## config.mk

```make
export PLATFORM = sky130hd
export DESIGN_NAME = adc_ltc2308_sampler_flat
export DESIGN_NICKNAME = d
export VERILOG_FILES = /design/src/rtl/adc_ltc2308_sampler_if.sv /design/src/rtl/adc_ltc2308_sampler.sv /design/src/flat_wrapper.sv
export SDC_FILE = /design/constraint.sdc
export NUM_CORES = 1
export LEC_CHECK = 0
export ABC_CLOCK_PERIOD_IN_PS = 4100
export CORE_MARGIN = 5
export CORE_UTILIZATION = 50
export DETAILED_ROUTE_END_ITERATION = 6
export GPL_ROUTABILITY_DRIVEN = 0
export HOLD_SLACK_MARGIN = 0.02
export PLACE_DENSITY_LB_ADDON = 0.12
export SYNTH_ARGS = -nofsm -noshare
export SYNTH_HDL_FRONTEND = slang
export SYNTH_SLANG_ARGS = --single-unit
```

## constraint.sdc

```tcl
create_clock -name clk -period 4.1 [get_ports clk]
set_input_delay 0.82 -clock clk [delete_from_list [all_inputs] [get_ports clk]]
set_output_delay 0.82 -clock clk [all_outputs]
set_load 0.05 [all_outputs]
```

## src/rtl/adc_ltc2308_sampler_if.sv

```systemverilog
// Bus bundle between the LTC2308 sampler and its surroundings: ADC SPI pins,
// run enable, and the sample output that feeds the sensor PIO in_port.
interface adc_ltc2308_sampler_if;
    logic        enable;
    logic        adc_convst;
    logic        adc_sck;
    logic        adc_sdi;
    logic        adc_sdo;
    logic [11:0] data_out;
    logic        data_valid;
    logic        overrun;

    modport master (
        input  enable, adc_sdo,
        output adc_convst, adc_sck, adc_sdi, data_out, data_valid, overrun
    );

    modport slave (
        output enable, adc_sdo,
        input  adc_convst, adc_sck, adc_sdi, data_out, data_valid, overrun
    );
endinterface

```

## src/rtl/adc_ltc2308_sampler.sv

```systemverilog
// Periodic SPI master for an LTC2308-class 12-bit SAR ADC; holds the latest sample.
// Optional 4-sample box average enabled by defining ADC_AVG4_EN.
module adc_ltc2308_sampler #(
    parameter int CLK_DIV       = 2,
    parameter int CONV_CYCLES   = 80,
    parameter int SAMPLE_PERIOD = 2500,
    parameter int CHANNEL       = 0
) (
    input  logic                         clk,
    input  logic                         reset_n,
    adc_ltc2308_sampler_if.master        bus
);
    localparam int TICK_W = (SAMPLE_PERIOD > 1) ? $clog2(SAMPLE_PERIOD) : 1;
    localparam int CONV_W = (CONV_CYCLES > 1) ? $clog2(CONV_CYCLES) : 1;
    localparam int DIV_W  = (CLK_DIV > 1) ? $clog2(CLK_DIV) : 1;
    localparam logic [2:0]  CH  = 3'(CHANNEL);
    // S/D, O/S, S1, S0, UNI, SLP, then six don't-care slots driven low
    localparam logic [11:0] CFG = {1'b1, CH[0], CH[2], CH[1], 1'b1, 1'b0, 6'b0};

    typedef enum logic [1:0] {IDLE, CONV, SHIFT, DONE} state_t;

    state_t            state, state_nxt;
    logic [TICK_W-1:0] tick_cnt;
    logic              tick;
    logic [CONV_W-1:0] conv_cnt, conv_cnt_nxt;
    logic [DIV_W-1:0]  div_cnt, div_cnt_nxt;
    logic              half, half_nxt;
    logic [3:0]        bit_idx, bit_idx_nxt;
    logic              rise;
    logic              load;
    logic [11:0]       shift_q;
    logic              convst_q, sck_q, sdi_q, valid_q, overrun_q;
    logic [11:0]       data_q;

    assign tick = bus.enable && (tick_cnt == TICK_W'(SAMPLE_PERIOD - 1));
    assign load = (state_nxt == DONE);

    always_ff @(posedge clk or negedge reset_n) begin
        if (!reset_n) begin
            tick_cnt  <= '0;
            overrun_q <= 1'b0;
        end else begin
            if (!bus.enable || tick) tick_cnt <= '0;
            else                     tick_cnt <= tick_cnt + 1'b1;
            if (!bus.enable)                   overrun_q <= 1'b0;
            else if (tick && state != IDLE)    overrun_q <= 1'b1;
        end
    end

    always_ff @(posedge clk or negedge reset_n) begin
        if (!reset_n) begin
            state    <= IDLE;
            conv_cnt <= '0;
            div_cnt  <= '0;
            half     <= 1'b0;
            bit_idx  <= '0;
        end else begin
            state    <= state_nxt;
            conv_cnt <= conv_cnt_nxt;
            div_cnt  <= div_cnt_nxt;
            half     <= half_nxt;
            bit_idx  <= bit_idx_nxt;
        end
    end

    always_comb begin
        state_nxt    = state;
        conv_cnt_nxt = conv_cnt;
        div_cnt_nxt  = div_cnt;
        half_nxt     = half;
        bit_idx_nxt  = bit_idx;
        rise         = 1'b0;
        case (state)
            IDLE: begin
                if (tick) begin
                    state_nxt    = CONV;
                    conv_cnt_nxt = '0;
                end
            end
            CONV: begin
                if (conv_cnt == CONV_W'(CONV_CYCLES - 1)) begin
                    state_nxt   = SHIFT;
                    div_cnt_nxt = '0;
                    half_nxt    = 1'b0;
                    bit_idx_nxt = '0;
                end else begin
                    conv_cnt_nxt = conv_cnt + 1'b1;
                end
            end
            SHIFT: begin
                if (div_cnt == DIV_W'(CLK_DIV - 1)) begin
                    div_cnt_nxt = '0;
                    half_nxt    = ~half;
                    if (!half) begin
                        rise = 1'b1;
                    end else if (bit_idx == 4'd11) begin
                        state_nxt = DONE;
                    end else begin
                        bit_idx_nxt = bit_idx + 1'b1;
                    end
                end else begin
                    div_cnt_nxt = div_cnt + 1'b1;
                end
            end
            DONE:    state_nxt = IDLE;
            default: state_nxt = IDLE;
        endcase
    end

    // Pins are registered from next-state values so they line up with the state
    // register and never glitch.
    always_ff @(posedge clk or negedge reset_n) begin
        if (!reset_n) begin
            convst_q <= 1'b0;
            sck_q    <= 1'b0;
            sdi_q    <= 1'b0;
            shift_q  <= '0;
        end else begin
            convst_q <= (state_nxt == CONV);
            sck_q    <= (state_nxt == SHIFT) && half_nxt;
            sdi_q    <= (state_nxt == SHIFT) && CFG[4'd11 - bit_idx_nxt];
            if (rise) shift_q <= {shift_q[10:0], bus.adc_sdo};
        end
    end

`ifdef ADC_AVG4_EN
    logic [13:0] acc;
    logic [1:0]  avg_cnt;
    logic [13:0] sum;

    assign sum = acc + {2'b00, shift_q};

    always_ff @(posedge clk or negedge reset_n) begin
        if (!reset_n) begin
            acc     <= '0;
            avg_cnt <= '0;
            data_q  <= '0;
            valid_q <= 1'b0;
        end else begin
            valid_q <= 1'b0;
            if (!bus.enable) begin
                acc     <= '0;
                avg_cnt <= '0;
            end else if (load) begin
                if (avg_cnt == 2'd3) begin
                    data_q  <= sum[13:2];
                    valid_q <= 1'b1;
                    acc     <= '0;
                    avg_cnt <= '0;
                end else begin
                    acc     <= sum;
                    avg_cnt <= avg_cnt + 1'b1;
                end
            end
        end
    end
`else
    always_ff @(posedge clk or negedge reset_n) begin
        if (!reset_n) begin
            data_q  <= '0;
            valid_q <= 1'b0;
        end else begin
            valid_q <= load;
            if (load) data_q <= shift_q;
        end
    end
`endif

    assign bus.adc_convst = convst_q;
    assign bus.adc_sck    = sck_q;
    assign bus.adc_sdi    = sdi_q;
    assign bus.data_out   = data_q;
    assign bus.data_valid = valid_q;
    assign bus.overrun    = overrun_q;
endmodule

```

## src/flat_wrapper.sv

```systemverilog
// flat-port wrapper written by rule: the top's interface ports become plain ports
module adc_ltc2308_sampler_flat 
#(
    parameter int CLK_DIV       = 2,
    parameter int CONV_CYCLES   = 80,
    parameter int SAMPLE_PERIOD = 2500,
    parameter int CHANNEL       = 0
)
  (clk, reset_n, bus_enable, bus_adc_sdo, bus_adc_convst, bus_adc_sck, bus_adc_sdi, bus_data_out, bus_data_valid, bus_overrun);
  adc_ltc2308_sampler_if bus_i ();
  input  logic clk;
  input  logic reset_n;
  input wire logic [$bits(bus_i.enable)-1:0] bus_enable;
  input wire logic [$bits(bus_i.adc_sdo)-1:0] bus_adc_sdo;
  output wire logic [$bits(bus_i.adc_convst)-1:0] bus_adc_convst;
  output wire logic [$bits(bus_i.adc_sck)-1:0] bus_adc_sck;
  output wire logic [$bits(bus_i.adc_sdi)-1:0] bus_adc_sdi;
  output wire logic [$bits(bus_i.data_out)-1:0] bus_data_out;
  output wire logic [$bits(bus_i.data_valid)-1:0] bus_data_valid;
  output wire logic [$bits(bus_i.overrun)-1:0] bus_overrun;
  assign bus_i.enable = bus_enable;
  assign bus_i.adc_sdo = bus_adc_sdo;
  assign bus_adc_convst = bus_i.adc_convst;
  assign bus_adc_sck = bus_i.adc_sck;
  assign bus_adc_sdi = bus_i.adc_sdi;
  assign bus_data_out = bus_i.data_out;
  assign bus_data_valid = bus_i.data_valid;
  assign bus_overrun = bus_i.overrun;
  adc_ltc2308_sampler #(.CLK_DIV(CLK_DIV), .CONV_CYCLES(CONV_CYCLES), .SAMPLE_PERIOD(SAMPLE_PERIOD), .CHANNEL(CHANNEL)) u_core (.clk(clk), .reset_n(reset_n), .bus(bus_i));
endmodule
```

-- Yosys cells after proc, flatten, opt, wreduce, memory -nomap -nowiden
Memories as Yosys holds them, arrays and structs flattened.
Index checks and enable logic that the tools add are counted.
- register bits: 56
- latch bits: 0
- bits in writable memories: 0
- bits in read-only memories: 16
- input port bits: 4
- output and inout bits: 17
- logic and storage cells: 73
- memories: 1
- $add $sub $neg: 5
- multiply operators: 0
- div/mod/pow operators: 0
- order comparisons: 1
- equality and inequality tests: 13
- shifts and indexed selects: 0
- multiplexer cells: 27
- bitwise gates (word level): 1
- reduce and logical (&&, ||, !) cells: 12
- memories (memory ; words ; bits a word ; read ports ; clocked after Yosys merged registers in ; wr ports ; RTL line ; source):
    (name not given) ; 16 ; 1 ; 1 ; 0 ; 0 ; adc_ltc2308_sampler.sv:121 ; sdi_q <= (state_nxt == SHIFT) && CFG[4'd11 - bit_idx_nxt];
- operator list (cell ; count):
    two-way mux 4 bit ; 4
    two-way mux 7 bit ; 2
    one-hot mux 7 bit (2 select lines) ; 1
    adder 12 x 1 -> 12 bit (second input constant) ; 1
    equality test 12 bit (second input constant) ; 1
    two-way mux 12 bit ; 1
    two-way mux 1 bit ; 10
    two-way mux 2 bit ; 5
    equality test 2 bit (second input constant) ; 4
    one-hot mux 2 bit (4 select lines) ; 1
    one-hot mux 4 bit (2 select lines) ; 1
    adder 7 x 1 -> 7 bit (second input constant) ; 1
    equality test 7 bit (second input constant) ; 1
    inequality test 2 x 1 -> 1 bit (second input constant) ; 3
    nonzero test 2 bit ; 3
    < comparator 4 x 5 -> 1 bit (second input constant) ; 1
    adder 4 x 1 -> 4 bit (second input constant) ; 1
    equality test 2 x 1 -> 1 bit (second input constant) ; 2
    equality test 4 bit (second input constant) ; 1
    logical AND 1 bit ; 4
    one-hot mux 1 bit (2 select lines) ; 2
    subtractor 4 bit (first input constant) ; 1
    AND reduction 3 bit ; 1
    logical NOT 2 bit ; 1
    other kinds (6) ; 6

-- Logic depth before layout (Yosys ltp)
Gate-level depths: netlist of run 1.
- depth in word-level cells: 9
- depth in mapped cells: 9
- mapped depth without buffers: 7

-- Least setup slack after synthesis of run 1
OpenSTA, ideal clock, no wires.
- path type: register to register
- from: reg u_core.tick_cnt[0]
- to: reg u_core.data_q[10], in the netlist u_core.bus.data_out[10]
- setup time: 0.125 ns
- arrival: 2.010 ns
- data required time: 3.975 ns
- slack: 1.965 ns
- stages on the path, launching flop included: 8
- buffers on the path: 1
- period minus slack after synthesis: 2.135 ns
- path through: dfrtp_1 > ha_1 > or3b_2 > nor4_4 > nor3_2 > nor2b_4 > buf_12 > mux2_4
- cells in the longest elaborated chain, start to end: 5
- ends and longest elaborated chain (what ; RTL line ; source):
    from (decl) ; adc_ltc2308_sampler.sv:23 ; logic [TICK_W-1:0] tick_cnt;
    from (signal assigned) ; adc_ltc2308_sampler.sv:44 ; else tick_cnt <= tick_cnt + 1'b1;
    equality test 12 bit ; adc_ltc2308_sampler.sv:35 ; assign tick = bus.enable && (tick_cnt == TICK_W'(SAMPLE_PERIOD - 1));
    logical AND 1 bit ; adc_ltc2308_sampler.sv:35 ;
    two-way mux 2 bit ; adc_ltc2308_sampler.sv:75 ; if (tick) begin
    one-hot mux 2 bit (4 select lines) ; adc_ltc2308_sampler.sv:73 ; case (state)
    via u_core.state_nxt[1] ; adc_ltc2308_sampler.sv:22 ; state_t state, state_nxt;
    equality test 2 bit ; adc_ltc2308_sampler.sv:36 ; assign load = (state_nxt == DONE);
    via u_core.load ; adc_ltc2308_sampler.sv:30 ; logic load;
    to (signal assigned) ; adc_ltc2308_sampler.sv:164 ; if (load) data_q <= shift_q;
    to (decl) ; adc_ltc2308_sampler.sv:33 ; logic [11:0] data_q;
The timed path passes the listed nets, and every way through them passes these cells.
A chain may end at the register's enable or synchronous reset.

-- Worst setup path after layout of run 1
- from: reg u_core.state[0]
- to: reg u_core.data_q[0], in the netlist u_core.bus.data_out[0]
- cells in the longest elaborated chain, start to end: 5
- elaborated cells between the ends (all ways): 11
- classes of those cells: eq/ne (4); mux (6); reduce/logical (1)
- ends and longest elaborated chain (what ; RTL line ; source):
    from (decl) ; adc_ltc2308_sampler.sv:22 ;
    from (signal assigned) ; adc_ltc2308_sampler.sv:58 ; state <= state_nxt;
    two-way mux 2 bit ; adc_ltc2308_sampler.sv:96 ; end else if (bit_idx == 4'd11) begin
    two-way mux 2 bit ; adc_ltc2308_sampler.sv:94 ; if (!half) begin
    two-way mux 2 bit ; adc_ltc2308_sampler.sv:91 ; if (div_cnt == DIV_W'(CLK_DIV - 1)) begin
    one-hot mux 2 bit (4 select lines) (*) ; adc_ltc2308_sampler.sv:73 ;
    equality test 2 bit (*) ; adc_ltc2308_sampler.sv:36 ;
Every way passes the cells marked *; elsewhere a longest branch is shown, timed or not.

==> results of run 1 <==
## cell families (layout without fill, tap and decap cells)
group,count (synthesis),in the layout,synth area share
flops,56,56,0.525
buf+inv,14,36,0.0272
xor+xnor,10,10,0.0328
simple gates,86,86,0.173
mux,24,24,0.114
compound gates,32,32,0.0947
fa+ha+maj,7,7,0.0328
## registers in the layout (all words and copies together) (netlist names)
| register | cells |
|---|---|
| u_core.bit_idx | 4 |
| u_core.bus.adc_sdi | 1 |
| u_core.shift_q | 12 |
| u_core.div_cnt | 1 |
| u_core.bus.data_out | 12 |
| u_core.bus.adc_convst | 1 |
| u_core.conv_cnt | 7 |
| u_core.half | 1 |
| u_core.bus.adc_sck | 1 |
| u_core.bus.overrun | 1 |
| u_core.state | 2 |
| u_core.tick_cnt | 12 |
| u_core.bus.data_valid | 1 |
## metrics by stage
stage	utilization	power [mW]
floorplan	-	0.627
global placement	0.566	0.657
detailed placement	0.566	0.659
CTS	0.589	1.03
global route	0.589	1.06
finish	0.589	1.02
## power groups by stage
stage	Sequential [mW]	Combinational (mW)	Clock, mW
3_3_place_gp	0.587	0.0704	0
6_report	0.577	0.0697	0.371
2_1_floorplan	0.606	0.0202	0
4_1_cts	0.577	0.0716	0.379
5_1_grt	0.579	0.0760	0.406
3_5_place_dp	0.588	0.0715	0
## how the worst min path moves through the flow
| stage | startpoint | end | cells past startpoint |
|---|---|---|---|
| floorplan | u_core.tick_cnt[0]$_DFF_PN0_ | u_core.tick_cnt[0]$_DFF_PN0_ | 1 |
| global placement | u_core.tick_cnt[0]$_DFF_PN0_ | u_core.tick_cnt[0]$_DFF_PN0_ | 1 |
| detailed placement | u_core.shift_q[11]$_DFFE_PN0P_ | u_core.shift_q[11]$_DFFE_PN0P_ | 1 |
| CTS | reset_n | u_core.tick_cnt[4]$_DFF_PN0_ | 1 |
| global route | reset_n | u_core.tick_cnt[4]$_DFF_PN0_ | 1 |
| finish | reset_n | u_core.tick_cnt[4]$_DFF_PN0_ | 1 |
## critical path: cells and delay by family, from the launching register on
kind | cells | cell delay (ps)
AOI/OAI and AO/OA | 2 | 700
DFF | 1 | 440
buffers and inverters | 2 | 260
and+or+nand+nor | 1 | 460
muxes | 1 | 390
adders and majority gates | 1 | 360
## layer usage
layer / part of all wire / GRT usage
met1: 0.48 / 0.202
met2: 0.48 / 0.244
met5: 0 / 0
met4: 0.0081 / 0.0357
met3: 0.029 / 0.0446
## synthesized netlist by cell type, drive strengths merged (4+ instances only)
library cell,count,share of area
nor2,17,0.024
ha,7,0.033
xor2,7,0.023
buf,4,0.013
and3,8,0.020
inv,7,0.0099
mux2,24,0.11
a31oi,4,0.0094
a22o,5,0.016
o21ai,8,0.016
dfrtp,56,0.53
nor3,5,0.011
nand3,10,0.019
nand2,28,0.039
## cell type report
cell class | instances | share of cell area
clock buffers | 5 | 0.0227
multi-input cells | 159 | 0.394
repair buffers | 21 | 0.0670
flip-flops and latches | 56 | 0.463
well taps | 70 | 0.0289
inverters | 7 | 0.00868
clock inverters | 3 | 0.0153
==> impl_metrics.env, run 1 <==
export IMPL_clk_latency_ps=310
export IMPL_end_kind="flop"
export IMPL_crit_type="reg -> reg"
export IMPL_fin_skew_ps=6.65
export IMPL_numCtsBuffers=5
export IMPL_ys_ff_latch=56
export IMPL_antenna_found_initial=0
export IMPL_cp_slowest_cell="o41ai_1"
export IMPL_vdd_drop_max_mv=0.211
export IMPL_place_area_mm2=0.00291
export IMPL_clk_pin_slew_ps=100
export IMPL_status="complete, no violations"
export IMPL_async_flop_share=1.00
export IMPL_start_kind="flop"
export IMPL_synth_fp_nets=240
export IMPL_root_buffer="clkbuf_8"
export IMPL_max_stage_delay_ps=560
export IMPL_first_iter_violations=78
export IMPL_hp_class="in -> async"
export IMPL_die_y_um=83.0
export IMPL_portBuffers=20
export IMPL_vias=1729
export IMPL_antenna_cells=0
export IMPL_avgSynthCellArea_um2=11.6
export IMPL_synth_cells=229
export IMPL_drv_cap=0
export IMPL_fin_nets=261
export IMPL_fillers=468
export IMPL_cts_tree="built"
export IMPL_io_pin_count=21
export IMPL_ys_types=46
export IMPL_finalSetupTns_ps=0
export IMPL_crit_top_cell="inv_1"
export IMPL_clock_sinks=56
export IMPL_core_mm2=0.00514
export IMPL_synth_area_mm2=0.00267
export IMPL_dieArea_mm2=0.00690
export IMPL_firstDrtPassIters=4
export IMPL_p_clk_frac=0.364
export IMPL_synth_ff_type="dfrtp_1"
export IMPL_rsz0062_at_grt="false"
export IMPL_finalCriticalPeriod_ps=2710
export IMPL_die_w_um=83.0
export IMPL_fmax_mhz=369
export IMPL_postRouteAntennaNets=0
export IMPL_period_share=0.661
export IMPL_hpwl_um=3380
export IMPL_worst_pin_slew_ps=634
export IMPL_synth_seq_area_share=0.525
export IMPL_final_common_cell="dfrtp_1"
export IMPL_grt_util_all_layers=0.152
export IMPL_grt_pass1_vias=1798
export IMPL_critPathRequiredTime_ps=4300
export IMPL_drc=0
export IMPL_initial_core_util=0.519
export IMPL_viasPerCell=5.39
export IMPL_intPower_uw=777
export IMPL_yosys_warnings=0
export IMPL_htreeDepth=2
export IMPL_routed_wl_um=4800
export IMPL_wire_per_inst_um=15.0
export IMPL_swShare=0.236
export IMPL_p_switching_uw=240
export IMPL_arrival_ps=2910
export IMPL_rrSetupSlack_ps=1390
export IMPL_seq_power_share=0.567
export IMPL_syn_to_final_growth_pct=13.5
export IMPL_worst_path_max_fanout=13
export IMPL_cts_hold_repair_buffers=0
export IMPL_drv_slew=0
export IMPL_ctsResizeCount=0
export IMPL_final_area_mm2=0.00303
export IMPL_max_slew_margin=0.577
export IMPL_post_cts_setup_buffers=0
export IMPL_grt_max_degree=35
export IMPL_layout_common_cells="dfrtp_1 (56), nand2_1 (28), clkdlybuf4s50_1 (19)"
export IMPL_fin_cells=321
export IMPL_grt_pass1_wl_um=8690
export IMPL_finalSetupViolations=0
export IMPL_register_area_mm2=0.00140
export IMPL_whs_ps=476
export IMPL_critPathLaunch="u_core.state[0]$_DFF_PN0_"
export IMPL_grt_remaining_overflow=0
export IMPL_r2r_end="u_core.bus.data_out[0]$_DFFE_PN0P_"
export IMPL_crit_chain="inv_1 > ha_1 > inv_1 > o41ai_1 > a31oi_1 > nor2b_4 > mux2_2"
export IMPL_power_leakage_nw=1.32
export IMPL_clockBufferDepth=2
export IMPL_p_per_area_mw_per_mm2=336
export IMPL_multi_input_area_mm2=0.00119
export IMPL_r2r_cells=7
export IMPL_placed_cells=313
export IMPL_setup_slack_ps=1390
export IMPL_power_frac_comb=0.069
export IMPL_finalHoldViolCount=0
export IMPL_place_ws_ps=1280
export IMPL_drive_above_1_share=0.179
export IMPL_rows=26
export IMPL_synth_edff_count=0
export IMPL_r2r_start="u_core.state[0]$_DFF_PN0_"
export IMPL_crit_end="u_core.bus.data_out[0]$_DFFE_PN0P_"
(Power assumes the default switching activity.)
==> run 2, diff against run 1 <==
--- a/config.mk
+++ b/config.mk
@@ -5,7 +5,7 @@
 export SDC_FILE = /design/constraint.sdc
 export NUM_CORES = 1
 export LEC_CHECK = 0
-export ABC_CLOCK_PERIOD_IN_PS = 4100
+export ABC_CLOCK_PERIOD_IN_PS = 2780
 export CORE_MARGIN = 5
 export CORE_UTILIZATION = 50
 export DETAILED_ROUTE_END_ITERATION = 6
==> constraint.sdc (replaced) <==
create_clock -name clk -period 2.78 [get_ports clk]
set_input_delay 0.556 -clock clk [delete_from_list [all_inputs] [get_ports clk]]
set_output_delay 0.556 -clock clk [all_outputs]
set_load 0.05 [all_outputs]
==> run 2 against run 1 <==
Routed wire length is 2.4% lower. Sequential cell count did not move. Worst hold slack worse by 120 ps. Critical path depth is the same. Clock power is 26% higher. First-iteration DRC count shrank 9.0%. Via count up 2.1%. Sequential power is 47% higher. Die area stayed put. Cell count grew 1.2%. Critical path type unchanged. Critical endpoint is now u_core.bus.data_out[6]$_DFFE_PN0P_. Highest routed layer unchanged.
==> impl_metrics.env, run 2 (synthesis gave the netlist of run 1 again) <==
export IMPL_status="complete, no violations"
export IMPL_finalSetupTns_ps=0
export IMPL_grt_pass1_wl_um=8000
export IMPL_vias=1766
export IMPL_wl_met1_um=2240
export IMPL_drv_cap=0
export IMPL_fin_skew_ps=6.42
export IMPL_register_area_mm2=0.00140
export IMPL_cts_hold_repair_buffers=0
export IMPL_final_common_cell="dfrtp_1"
export IMPL_p_per_area_mw_per_mm2=467
export IMPL_worst_pin_slew_ps=711
export IMPL_numCtsBuffers=5
export IMPL_r2r_cells=7
export IMPL_firstDrtPassIters=4
export IMPL_rsz0062_at_grt="false"
export IMPL_fillers=458
export IMPL_clk_pin_slew_ps=100
export IMPL_drv_slew=0
export IMPL_post_cts_setup_buffers=0
export IMPL_vdd_drop_max_mv=0.204
export IMPL_antenna_cells=0
export IMPL_viasPerCell=5.43
export IMPL_dieArea_mm2=0.00690
export IMPL_drive_above_1_share=0.192
export IMPL_fmax_mhz=423
export IMPL_portBuffers=20
export IMPL_clockBufferDepth=2
export IMPL_drc=0
export IMPL_initial_core_util=0.519
export IMPL_htreeDepth=2
export IMPL_critPathRequiredTime_ps=2980
export IMPL_grt_util_all_layers=0.141
export IMPL_layout_common_cells="dfrtp_1 (56), nand2_1 (28), clkdlybuf4s50_1 (19)"
export IMPL_route_met2_wl_um=2150
export IMPL_max_slew_margin=0.526
export IMPL_clock_sinks=56
export IMPL_fin_nets=265
export IMPL_first_iter_violations=71
export IMPL_power_mw=1.42
export IMPL_worst_path_max_fanout=13
export IMPL_finalHoldViolCount=0
export IMPL_core_mm2=0.00514
export IMPL_die_y_um=83.0
export IMPL_routed_wl_um=4690
export IMPL_ctsResizeCount=0
export IMPL_place_area_mm2=0.00294
export IMPL_grt_remaining_overflow=0
export IMPL_grt_max_degree=57
export IMPL_crit_type="reg -> reg"
export IMPL_wire_per_inst_um=14.4
export IMPL_hpwl_um=3280
export IMPL_arrival_ps=2560
export IMPL_root_buffer="clkbuf_8"
export IMPL_multi_input_area_mm2=0.00119
export IMPL_power_leakage_nw=1.34
export IMPL_antenna_found_initial=0
export IMPL_die_w_um=83.0
export IMPL_topRoutingLayerUsed="met4"
export IMPL_hp_class="in -> async"
export IMPL_end_kind="flop"
export IMPL_finalSetupViolations=0
export IMPL_grt_pass1_vias=1712
export IMPL_cts_tree="built"
export IMPL_io_pin_count=21
export IMPL_finalCriticalPeriod_ps=2360
export IMPL_postRouteAntennaNets=0
export IMPL_final_area_mm2=0.00304
export IMPL_dr_wl_met3_um=219
export IMPL_syn_to_final_growth_pct=13.9
export IMPL_period_share=0.850
export IMPL_clk_latency_ps=310
export IMPL_rows=26
export IMPL_start_kind="flop"
## run 2: power by group
group / switching (mW) / internal, mW / total, mW
Combinational: 0.0639 / 0.0391 / 0.103
Clock: 0.264 / 0.204 / 0.468
Sequential: 0.0138 / 0.835 / 0.849
Total: 0.342 / 1.08 / 1.42
## run 2: through the flow
| stage | worst slack [ps] | hold WS [ps] | util | instances |
|---|---|---|---|---|
| 2_1_floorplan | 645 | 260 | - | 229 |
| 3_3_place_gp | 370 | 467 | 0.572 | 317 |
| 3_5_place_dp | 285 | 478 | 0.572 | 317 |
| 4_1_cts | 330 | 397 | 0.591 | 325 |
| 5_1_grt | 181 | 425 | 0.591 | 325 |
| 6_report | 418 | 360 | 0.591 | 325 |
## run 2: final cells by class
| class | instances | area share |
|---|---|---|
| timing repair buffer | 25 | 0.0766 |
| inverter | 7 | 0.00865 |
| sequential | 56 | 0.461 |
| clock inverter | 2 | 0.00453 |
| tap | 70 | 0.0288 |
| clock buffer | 6 | 0.0272 |
| multi-input combinational | 159 | 0.393 |
## run 2: path summary, 6_finish.rpt
path,end,slack [ps],startpoint
worst max-delay path,u_core.bus.data_out[6]$_DFFE_PN0P_,420,u_core.tick_cnt[0]$_DFF_PN0_
worst min-delay path,u_core.tick_cnt[9]$_DFF_PN0_,360,reset_n
worst max register to register,u_core.bus.data_out[6]$_DFFE_PN0P_,420,u_core.tick_cnt[0]$_DFF_PN0_
worst min register to register,u_core.tick_cnt[0]$_DFF_PN0_,490,u_core.tick_cnt[0]$_DFF_PN0_
max in group asynchronous,u_core.conv_cnt[2]$_DFFE_PN0P_,1930,reset_n
min in group clk,u_core.tick_cnt[0]$_DFF_PN0_,490,u_core.tick_cnt[0]$_DFF_PN0_
## run 2: metal layers
metal	vias up	global-route usage
met3	9	0.0396
met2	41	0.214
met5	-	0
met4	0	0.0579
met1	850	0.189
li1	866	-
## run 2: worst max-delay path: stages, from the launching register on
cell and delay, ps:
dfrtp_1 400, ha_1 230, or3b_2 540, nor4_4 300
nor3_2 130, nor2b_4 140, buf_4 200, mux2_4 310
==> run 3, diff against run 2 <==
--- a/config.mk
+++ b/config.mk
@@ -5,7 +5,7 @@
 export SDC_FILE = /design/constraint.sdc
 export NUM_CORES = 1
 export LEC_CHECK = 0
-export ABC_CLOCK_PERIOD_IN_PS = 2780
+export ABC_CLOCK_PERIOD_IN_PS = 2450
 export CORE_MARGIN = 5
 export CORE_UTILIZATION = 50
 export DETAILED_ROUTE_END_ITERATION = 6
==> constraint.sdc (replaced) <==
create_clock -name clk -period 2.45 [get_ports clk]
set_input_delay 0.49 -clock clk [delete_from_list [all_inputs] [get_ports clk]]
set_output_delay 0.49 -clock clk [all_outputs]
set_load 0.05 [all_outputs]
==> run 3 against run 2 <==
Combinational power increased by 14%. Utilization increased by 0.88 points. Maximum frequency about the same. First-iteration DRC count decreased by 9.9%. Non-clock buffer count increased by 4. Critical path type unchanged. Largest cell class unchanged.
==> impl_metrics.env, run 3 (synthesis gave the netlist of run 1 again) <==
export IMPL_worst_path_max_fanout=13
export IMPL_power_leakage_nw=1.36
export IMPL_antenna_cells=0
export IMPL_root_buffer="clkbuf_8"
export IMPL_final_common_cell="dfrtp_1"
export IMPL_r2r_end="u_core.bus.data_out[1]$_DFFE_PN0P_"
export IMPL_p_per_area_mw_per_mm2=515
export IMPL_finalSetupViolations=0
export IMPL_place_area_mm2=0.00298
export IMPL_first_iter_violations=64
export IMPL_status="complete, no violations"
export IMPL_routed_wl_um=4530
export IMPL_die_y_um=83.0
export IMPL_core_mm2=0.00514
export IMPL_final_area_mm2=0.00308
export IMPL_crit_type="reg -> reg"
export IMPL_clock_sinks=56
export IMPL_worst_pin_slew_ps=691
export IMPL_fin_skew_ps=5.23
export IMPL_r2r_cells=8
export IMPL_layout_common_cells="dfrtp_1 (56), nand2_1 (28), clkdlybuf4s50_1 (19)"
export IMPL_portBuffers=20
export IMPL_place_ws_ps=140
export IMPL_syn_to_final_growth_pct=15.6
export IMPL_end_kind="flop"
export IMPL_setup_slack_ps=86.5
export IMPL_grt_pass1_vias=1732
export IMPL_arrival_ps=2570
export IMPL_die_w_um=83.0
export IMPL_drive_above_1_share=0.208
export IMPL_fin_util=0.600
export IMPL_grt_pass1_wl_um=8090
export IMPL_power_mw=1.59
export IMPL_drc=0
export IMPL_hpwl_um=3170
export IMPL_htreeDepth=2
export IMPL_clk_pin_slew_ps=100
export IMPL_antenna_found_initial=0
export IMPL_vdd_drop_max_mv=0.279
export IMPL_finalHoldViolCount=0
export IMPL_fillers=471
export IMPL_clockBufferDepth=2
export IMPL_wire_per_inst_um=13.8
export IMPL_vias=1750
export IMPL_use_met1=0.189
export IMPL_busiest_layer="met2"
export IMPL_finalSetupTns_ps=0
export IMPL_placed_cells=321
export IMPL_hp_class="in -> async"
export IMPL_io_pin_count=21
export IMPL_numCtsBuffers=5
export IMPL_postRouteAntennaNets=0
export IMPL_fin_nets=269
export IMPL_grt_util_all_layers=0.140
export IMPL_crit_end="u_core.bus.data_out[1]$_DFFE_PN0P_"
export IMPL_start_kind="flop"
export IMPL_use_met3=0.0366
export IMPL_viasPerCell=5.32
export IMPL_initial_core_util=0.519
export IMPL_cts_tree="built"
export IMPL_critPathLaunch="u_core.state[0]$_DFF_PN0_"
export IMPL_clk_latency_ps=310
export IMPL_firstDrtPassIters=6
export IMPL_drv_cap=0
export IMPL_period_share=0.965
export IMPL_max_slew_margin=0.539
export IMPL_fmax_mhz=423
export IMPL_dieArea_mm2=0.00690
export IMPL_fin_cells=329
export IMPL_finalCriticalPeriod_ps=2360
export IMPL_grt_remaining_overflow=0
export IMPL_r2r_start="u_core.state[0]$_DFF_PN0_"
export IMPL_whs_ps=291
export IMPL_grt_max_degree=57
export IMPL_use_met2=0.222
export IMPL_rows=26
export IMPL_drv_slew=0
export IMPL_critPathRequiredTime_ps=2650
export IMPL_rrSetupSlack_ps=90
==> run 3: timing repair <==
item / CTS / global route
setup endpoints to repair: 0 / 1
resized for setup: 0 / 2
hold endpoints to repair: 0 / 0
hold buffers: 0 / 0
buffers inserted: 0 / 0
==> run 3: area by class of cell <==
cell class	instances	area (um2)	share of cell area
well taps	70	87.6	0.0284
clock buffers	5	68.8	0.0223
repair buffers	29	275	0.0893
multi-input cells	159	1200	0.390
flip-flops and latches	56	1400	0.455
inverters	7	26.3	0.00852
clock inverters	3	22.5	0.00731
==> run 3: power breakdown <==
part	internal, mW	switching, mW	leakage (nW)	total (mW)
registers	0.948	0.0161	0.703	0.964
clock network	0.205	0.303	0.0485	0.508
logic	0.0452	0.0717	0.607	0.117
==> run 3: how the worst min path moves through the flow <==
stage	end	slack (ps)
after floorplan	u_core.bit_idx[0]$_DFF_PN0_	190
after global placement	u_core.tick_cnt[0]$_DFF_PN0_	470
after detailed placement	u_core.tick_cnt[0]$_DFF_PN0_	480
after CTS	u_core.tick_cnt[1]$_DFF_PN0_	320
after global routing	u_core.div_cnt$_DFFE_PN0P_	360
final	u_core.tick_cnt[4]$_DFF_PN0_	290
==> run 3: worst max-delay path: stages (launching register included) <==
cell     delay, ps
dfrtp_1        450
inv_1          100
ha_1           170
inv_1           80
o41ai_1        640
a31oi_1        160
nor2b_4        160
buf_12         160
mux2_2         330
==> run 3: routing by layer <==
metal,vias up,share of wire
met4,0,0.0084
met5,-,0
li1,878,-
met1,842,0.50
met2,25,0.46
met3,5,0.036
